## src/rtl/imem_loader.sv

```systemverilog
// Byte-stream program loader for the 1024 x 16 instruction memory; holds the CPU until a full image is in.
// Define IMEM_LOADER_CHECKSUM_EN to require a trailing XOR checksum byte on every frame.
module imem_loader #(
    parameter logic [7:0] HEADER    = 8'hA5,
    parameter int          MAX_WORDS = 1024
) (
    input  logic        clk,
    input  logic        reset,
    input  logic        in_valid,
    input  logic [7:0]  in_data,
    output logic        in_ready,
    output logic        wr_en,
    output logic [9:0]  wr_addr,
    output logic [15:0] wr_data,
    output logic        cpu_hold,
    output logic        done,
    output logic        error
);

    localparam int          CNT_W   = 11;
    localparam logic [15:0] MAX_LEN = 16'(MAX_WORDS);

    typedef enum logic [2:0] {
        S_IDLE,
        S_LEN_HI,
        S_LEN_LO,
        S_DATA_HI,
        S_DATA_LO,
        S_DONE,
        S_ERR
`ifdef IMEM_LOADER_CHECKSUM_EN
        , S_CHECK
`endif
    } state_t;

    state_t             r_state;
    state_t             w_state_next;
    logic               w_accept;
    logic               w_wr_fire;
    logic [15:0]        w_len;
    logic               w_len_bad;
    logic               w_last;

    logic               r_in_ready;
    logic               r_wr_en;
    logic [9:0]         r_wr_addr;
    logic [15:0]        r_wr_data;
    logic               r_cpu_hold;
    logic               r_done;
    logic               r_error;
    logic [7:0]         r_len_hi;
    logic [CNT_W-1:0]   r_len;
    logic [CNT_W-1:0]   r_count;
    logic [7:0]         r_hi;
`ifdef IMEM_LOADER_CHECKSUM_EN
    logic [7:0]         r_acc;
`endif

    assign w_accept  = in_valid && r_in_ready;
    assign w_len     = {r_len_hi, in_data};
    assign w_len_bad = (w_len == 16'd0) || (w_len > MAX_LEN);
    // Counter is one bit wider than the address so LEN = MAX_WORDS ends cleanly.
    assign w_last    = ((r_count + 11'd1) == r_len);

    // NOTE: every signal gets a default before the case so no latch is inferred.
    always_comb begin
        w_state_next = r_state;
        w_wr_fire    = 1'b0;
        if (w_accept) begin
            case (r_state)
                S_IDLE, S_DONE, S_ERR: begin
                    if (in_data == HEADER) w_state_next = S_LEN_HI;
                end
                S_LEN_HI:  w_state_next = S_LEN_LO;
                S_LEN_LO:  w_state_next = w_len_bad ? S_ERR : S_DATA_HI;
                S_DATA_HI: w_state_next = S_DATA_LO;
                S_DATA_LO: begin
                    w_wr_fire = 1'b1;
`ifdef IMEM_LOADER_CHECKSUM_EN
                    w_state_next = w_last ? S_CHECK : S_DATA_HI;
`else
                    w_state_next = w_last ? S_DONE : S_DATA_HI;
`endif
                end
`ifdef IMEM_LOADER_CHECKSUM_EN
                S_CHECK:   w_state_next = (in_data == r_acc) ? S_DONE : S_ERR;
`endif
                default:   w_state_next = S_IDLE;
            endcase
        end
    end

    // NOTE: state and datapath registers use non-blocking assignments so every
    // flop samples the pre-edge values of its neighbours.
    always_ff @(posedge clk) begin
        if (reset) r_state <= S_IDLE;
        else       r_state <= w_state_next;
    end

    always_ff @(posedge clk) begin
        if (reset) begin
            r_in_ready <= 1'b0;
            r_wr_en    <= 1'b0;
            r_wr_addr  <= '0;
            r_wr_data  <= '0;
            r_cpu_hold <= 1'b1;
            r_done     <= 1'b0;
            r_error    <= 1'b0;
            r_len_hi   <= '0;
            r_len      <= '0;
            r_count    <= '0;
            r_hi       <= '0;
`ifdef IMEM_LOADER_CHECKSUM_EN
            r_acc      <= '0;
`endif
        end else begin
            r_in_ready <= 1'b1;
            r_wr_en    <= w_wr_fire;
            if (w_wr_fire) begin
                r_wr_addr <= r_count[9:0];
                r_wr_data <= {r_hi, in_data};
                r_count   <= r_count + 11'd1;
            end
            if (w_accept) begin
                case (r_state)
                    S_LEN_HI: r_len_hi <= in_data;
                    S_LEN_LO: begin
                        r_len   <= w_len[CNT_W-1:0];
                        r_count <= '0;
`ifdef IMEM_LOADER_CHECKSUM_EN
                        r_acc   <= '0;
`endif
                    end
                    S_DATA_HI: begin
                        r_hi  <= in_data;
`ifdef IMEM_LOADER_CHECKSUM_EN
                        r_acc <= r_acc ^ in_data;
`endif
                    end
`ifdef IMEM_LOADER_CHECKSUM_EN
                    S_DATA_LO: r_acc <= r_acc ^ in_data;
`endif
                    default: ;
                endcase
            end
            // Status flags follow the next state so they move on the accepting edge.
            r_cpu_hold <= (w_state_next != S_DONE);
            r_done     <= (w_state_next == S_DONE);
            r_error    <= (w_state_next == S_ERR);
        end
    end

    assign in_ready = r_in_ready;
    assign wr_en    = r_wr_en;
    assign wr_addr  = r_wr_addr;
    assign wr_data  = r_wr_data;
    assign cpu_hold = r_cpu_hold;
    assign done     = r_done;
    assign error    = r_error;

endmodule

```

## config.mk

```make
export PLATFORM = sky130hd
export DESIGN_NAME = imem_loader
export DESIGN_NICKNAME = d
export VERILOG_FILES = /design/src/rtl/imem_loader.sv
export SDC_FILE = /design/constraint.sdc
export NUM_CORES = 1
export LEC_CHECK = 0
export CAP_MARGIN = 0
export CORE_MARGIN = 8
export CORE_UTILIZATION = 40
export CTS_CLUSTER_DIAMETER = 100
export DETAILED_ROUTE_END_ITERATION = 8
export MAX_ROUTING_LAYER = met4
export SLEW_MARGIN = 25
export SYNTH_ARGS = -nofsm -noshare
export SYNTH_HDL_FRONTEND = slang
export SYNTH_SLANG_ARGS = --single-unit
export TNS_END_PERCENT = 10
```

## constraint.sdc

```tcl
create_clock -name clk -period 3.85 [get_ports clk]
set_input_delay 0.77 -clock clk [delete_from_list [all_inputs] [get_ports clk]]
set_output_delay 0.77 -clock clk [all_outputs]
set_load 0.02 [all_outputs]
```

==> qor.csv <==
metric;value;unit
area grow syn2layout;19.5;%
Slew HR;0.597;
Fin Clk Skew;0.0134;ns
gr ovfl total;0;
Crit path arrival time;2.97;ns
Vias;2511;
Ports;42;
largest net degree at the start of global routing;58;
Pleak;1.28;nW
Post-CTS Repair Setup Buffers;0;
PD cells;363;nW/um^2
post-route setup TNS;0;ns
CTS tree;built;
Syn Inst Count;373;
starting density of the core;0.404;
vias in the first global route;2613;
VDD IR-drop max;0.231;mV
Ys Warns;0;
worst setup path start;in_data[1];
post-synthesis async set-or-reset flop share;0;
synthesized cell area;3080;um^2
hold buffer count at cts;0;
worst hold start;wr_addr[0];
reg-to-reg critical path startpoint;r_count[0];
Std-Cell Rows;32;
number of placed cells counting well taps;494;
top cells by area, synth;dfxtp_1 47%, nand2_1 11%, a21oi_1 7.2%;
post-route design area;3670;um^2
remaining antenna violation count;0;
Port Buffers;41;
initial antenna violation count;0;
endpoints failing setup;0;
met2 usage;0.238;
Hold Violations, Final;0;
post-synth top area share;0.469;
post-CTS sizing;0;
number of flops mapped to enable cells by yosys;0;
Yosys reg bits;72;
Die H;104;um
Worst-path clk slew;0.07;ns
number of buffers created by CTS;9;
Vias per Instance;4.92;
global routing's busiest layer;met2;
CTS root buf;clkbuf_8;
final core occ;0.483;
RD Place Congestion;0.868;
Setup crit end kind;flip-flop;
sequential share of the synthesized area;0.469;
max-cap violations;0;
Mapped Nets;385;
M1 GR Usage;0.158;
TritonRoute pass-1 iters;4;
antenna cells;0;
latest clock arrival within the worst-skew pair;0.34;ns
minimum clock period;2.78;ns
Tightest Pin Transition;0.603;ns
placed cell areas;3500;um^2
Fmax achieved;360;MHz
count of final max-slew check failures;0;
Most used DFF post-synth;dfxtp_1;
wire per inst;13.8;um
r2r setup slk;1.32;ns
Crit path required time;4.04;ns
DRC violations left;0;
dpl hpwl;4840;um
All-Layer GR Usage;0.142;
initial DRC count;83;
die area;10800;um^2
Tcrit/Tclk final;0.722;
worst hold path type;flip-flop to flip-flop;
unrepaired setup endpoints after global routing;no;
fin nets;415;
Core ar.;7610;um^2
first-pass GRT wire length;12400;um
outcome;completed;
GR Util met3;0.0496;
WL final;7040;um
post-route insts no fill;510;
worst-path maximum fanout;5;
CTS H-tree depth;3;
Clock Sinks;72;
Synth cell types;46;
clock tree buffer depth;2;
area leader, netlist;dfxtp_1;
die width;104;um
syn avg cell area;8.25;um^2
share of cells above drive strength 1;0.0588;
Setup Crit Path Kind;input pin to flip-flop;
Worst Setup Start Kind;input pin;
[layout by cell type, fill, tap and decap left out, types with 4 or more instances in the layout]
| cell type | instances |
|---|---|
| xor2_1 | 9 |
| nor3_1 | 6 |
| nor2_1 | 34 |
| xnor2_1 | 13 |
| clkbuf_8 | 9 |
| nand2_1 | 93 |
| mux2i_1 | 17 |
| o21ai_0 | 6 |
| nand3_1 | 5 |
| a21oi_1 | 44 |
| inv_1 | 4 |
| nand4_1 | 4 |
| dfxtp_1 | 72 |
| clkdlybuf4s50_1 | 40 |
[synthesized netlist by cell type (2+ instances only)]
cell type	n
nand4_1	4
inv_1	4
or3_1	2
nor4_1	2
xor2_1	9
mux2i_1	17
buf_6	3
nand2_1	93
nor2_1	34
nor2b_1	3
a21oi_1	44
clkbuf_1	20
o21ai_0	6
nand2b_1	3
and2_1	3
xnor2_1	13
nand3_1	5
and4_1	2
nor3_1	6
a31oi_1	3
dfxtp_1	72
[power breakdown]
part           internal [mW]  switching (mW)  total [mW]
Sequential             0.749         0.00627       0.755
Clock                  0.237           0.286       0.523
Combinational         0.0221          0.0351      0.0573
[metal layers]
metal,wire [um],vias to the layer above
met5,0,-
met4,48,0
met3,319,4
met2,3350,51
met1,3320,1146
li1,-,1310
[flip-flops by register name, indices dropped and copies added (netlist names)]
name / count
wr_en: 1
r_count: 11
error: 1
wr_addr: 10
r_state: 3
r_hi: 8
in_ready: 1
cpu_hold: 1
done: 1
wr_data: 16
r_len: 11
r_len_hi: 8
[critical path, cell delays in order]
cell and delay [ns]:
clkdlybuf4s50_1 0.50, nor4_1 0.57, and2_1 0.23, o21ai_0 0.10
a22o_1 0.18, a311oi_1 0.49, a21oi_1 0.13
[cell families (layout without fill, tap and decap cells)]
logic type | Yosys count | count (layout) | synth area share
buffers and inverters | 29 | 64 | 0.0464
flip-flops | 72 | 72 | 0.469
AND/OR/NAND/NOR | 166 | 166 | 0.237
adder cells (fa/ha/maj) | 1 | 1 | 0.00407
AO/OA/AOI/OAI | 66 | 66 | 0.126
multiplexers | 17 | 17 | 0.0553
XOR/XNOR | 22 | 22 | 0.0627
[final cells by class]
type | instances | area [um^2]
fill | 781 | 3930
multi-input combinational | 272 | 1490
sequential | 72 | 1440
timing repair buffer | 44 | 428
clock buffer | 10 | 128
tap | 102 | 128
clock inverter | 6 | 43.8
inverter | 4 | 15.0
[through the flow]
| stage | worst slack (ns) | hold WS, ns | power, mW |
|---|---|---|---|
| floorplan | 1.59 | 0.432 | 0.804 |
| global placement | 0.781 | 0.441 | 0.829 |
| detailed placement | 0.721 | 0.446 | 0.830 |
| CTS | 1.08 | 0.451 | 1.36 |
| global route | 0.818 | 0.486 | 1.40 |
| finish | 1.07 | 0.454 | 1.34 |
[worst paths after layout]
check / to / cells after the start
min reg2reg: wr_addr[0] / 2
min: wr_addr[0] / 2
max: done / 7
max reg2reg: cpu_hold / 7
No activity file was read; power rests on OpenSTA's default activity.
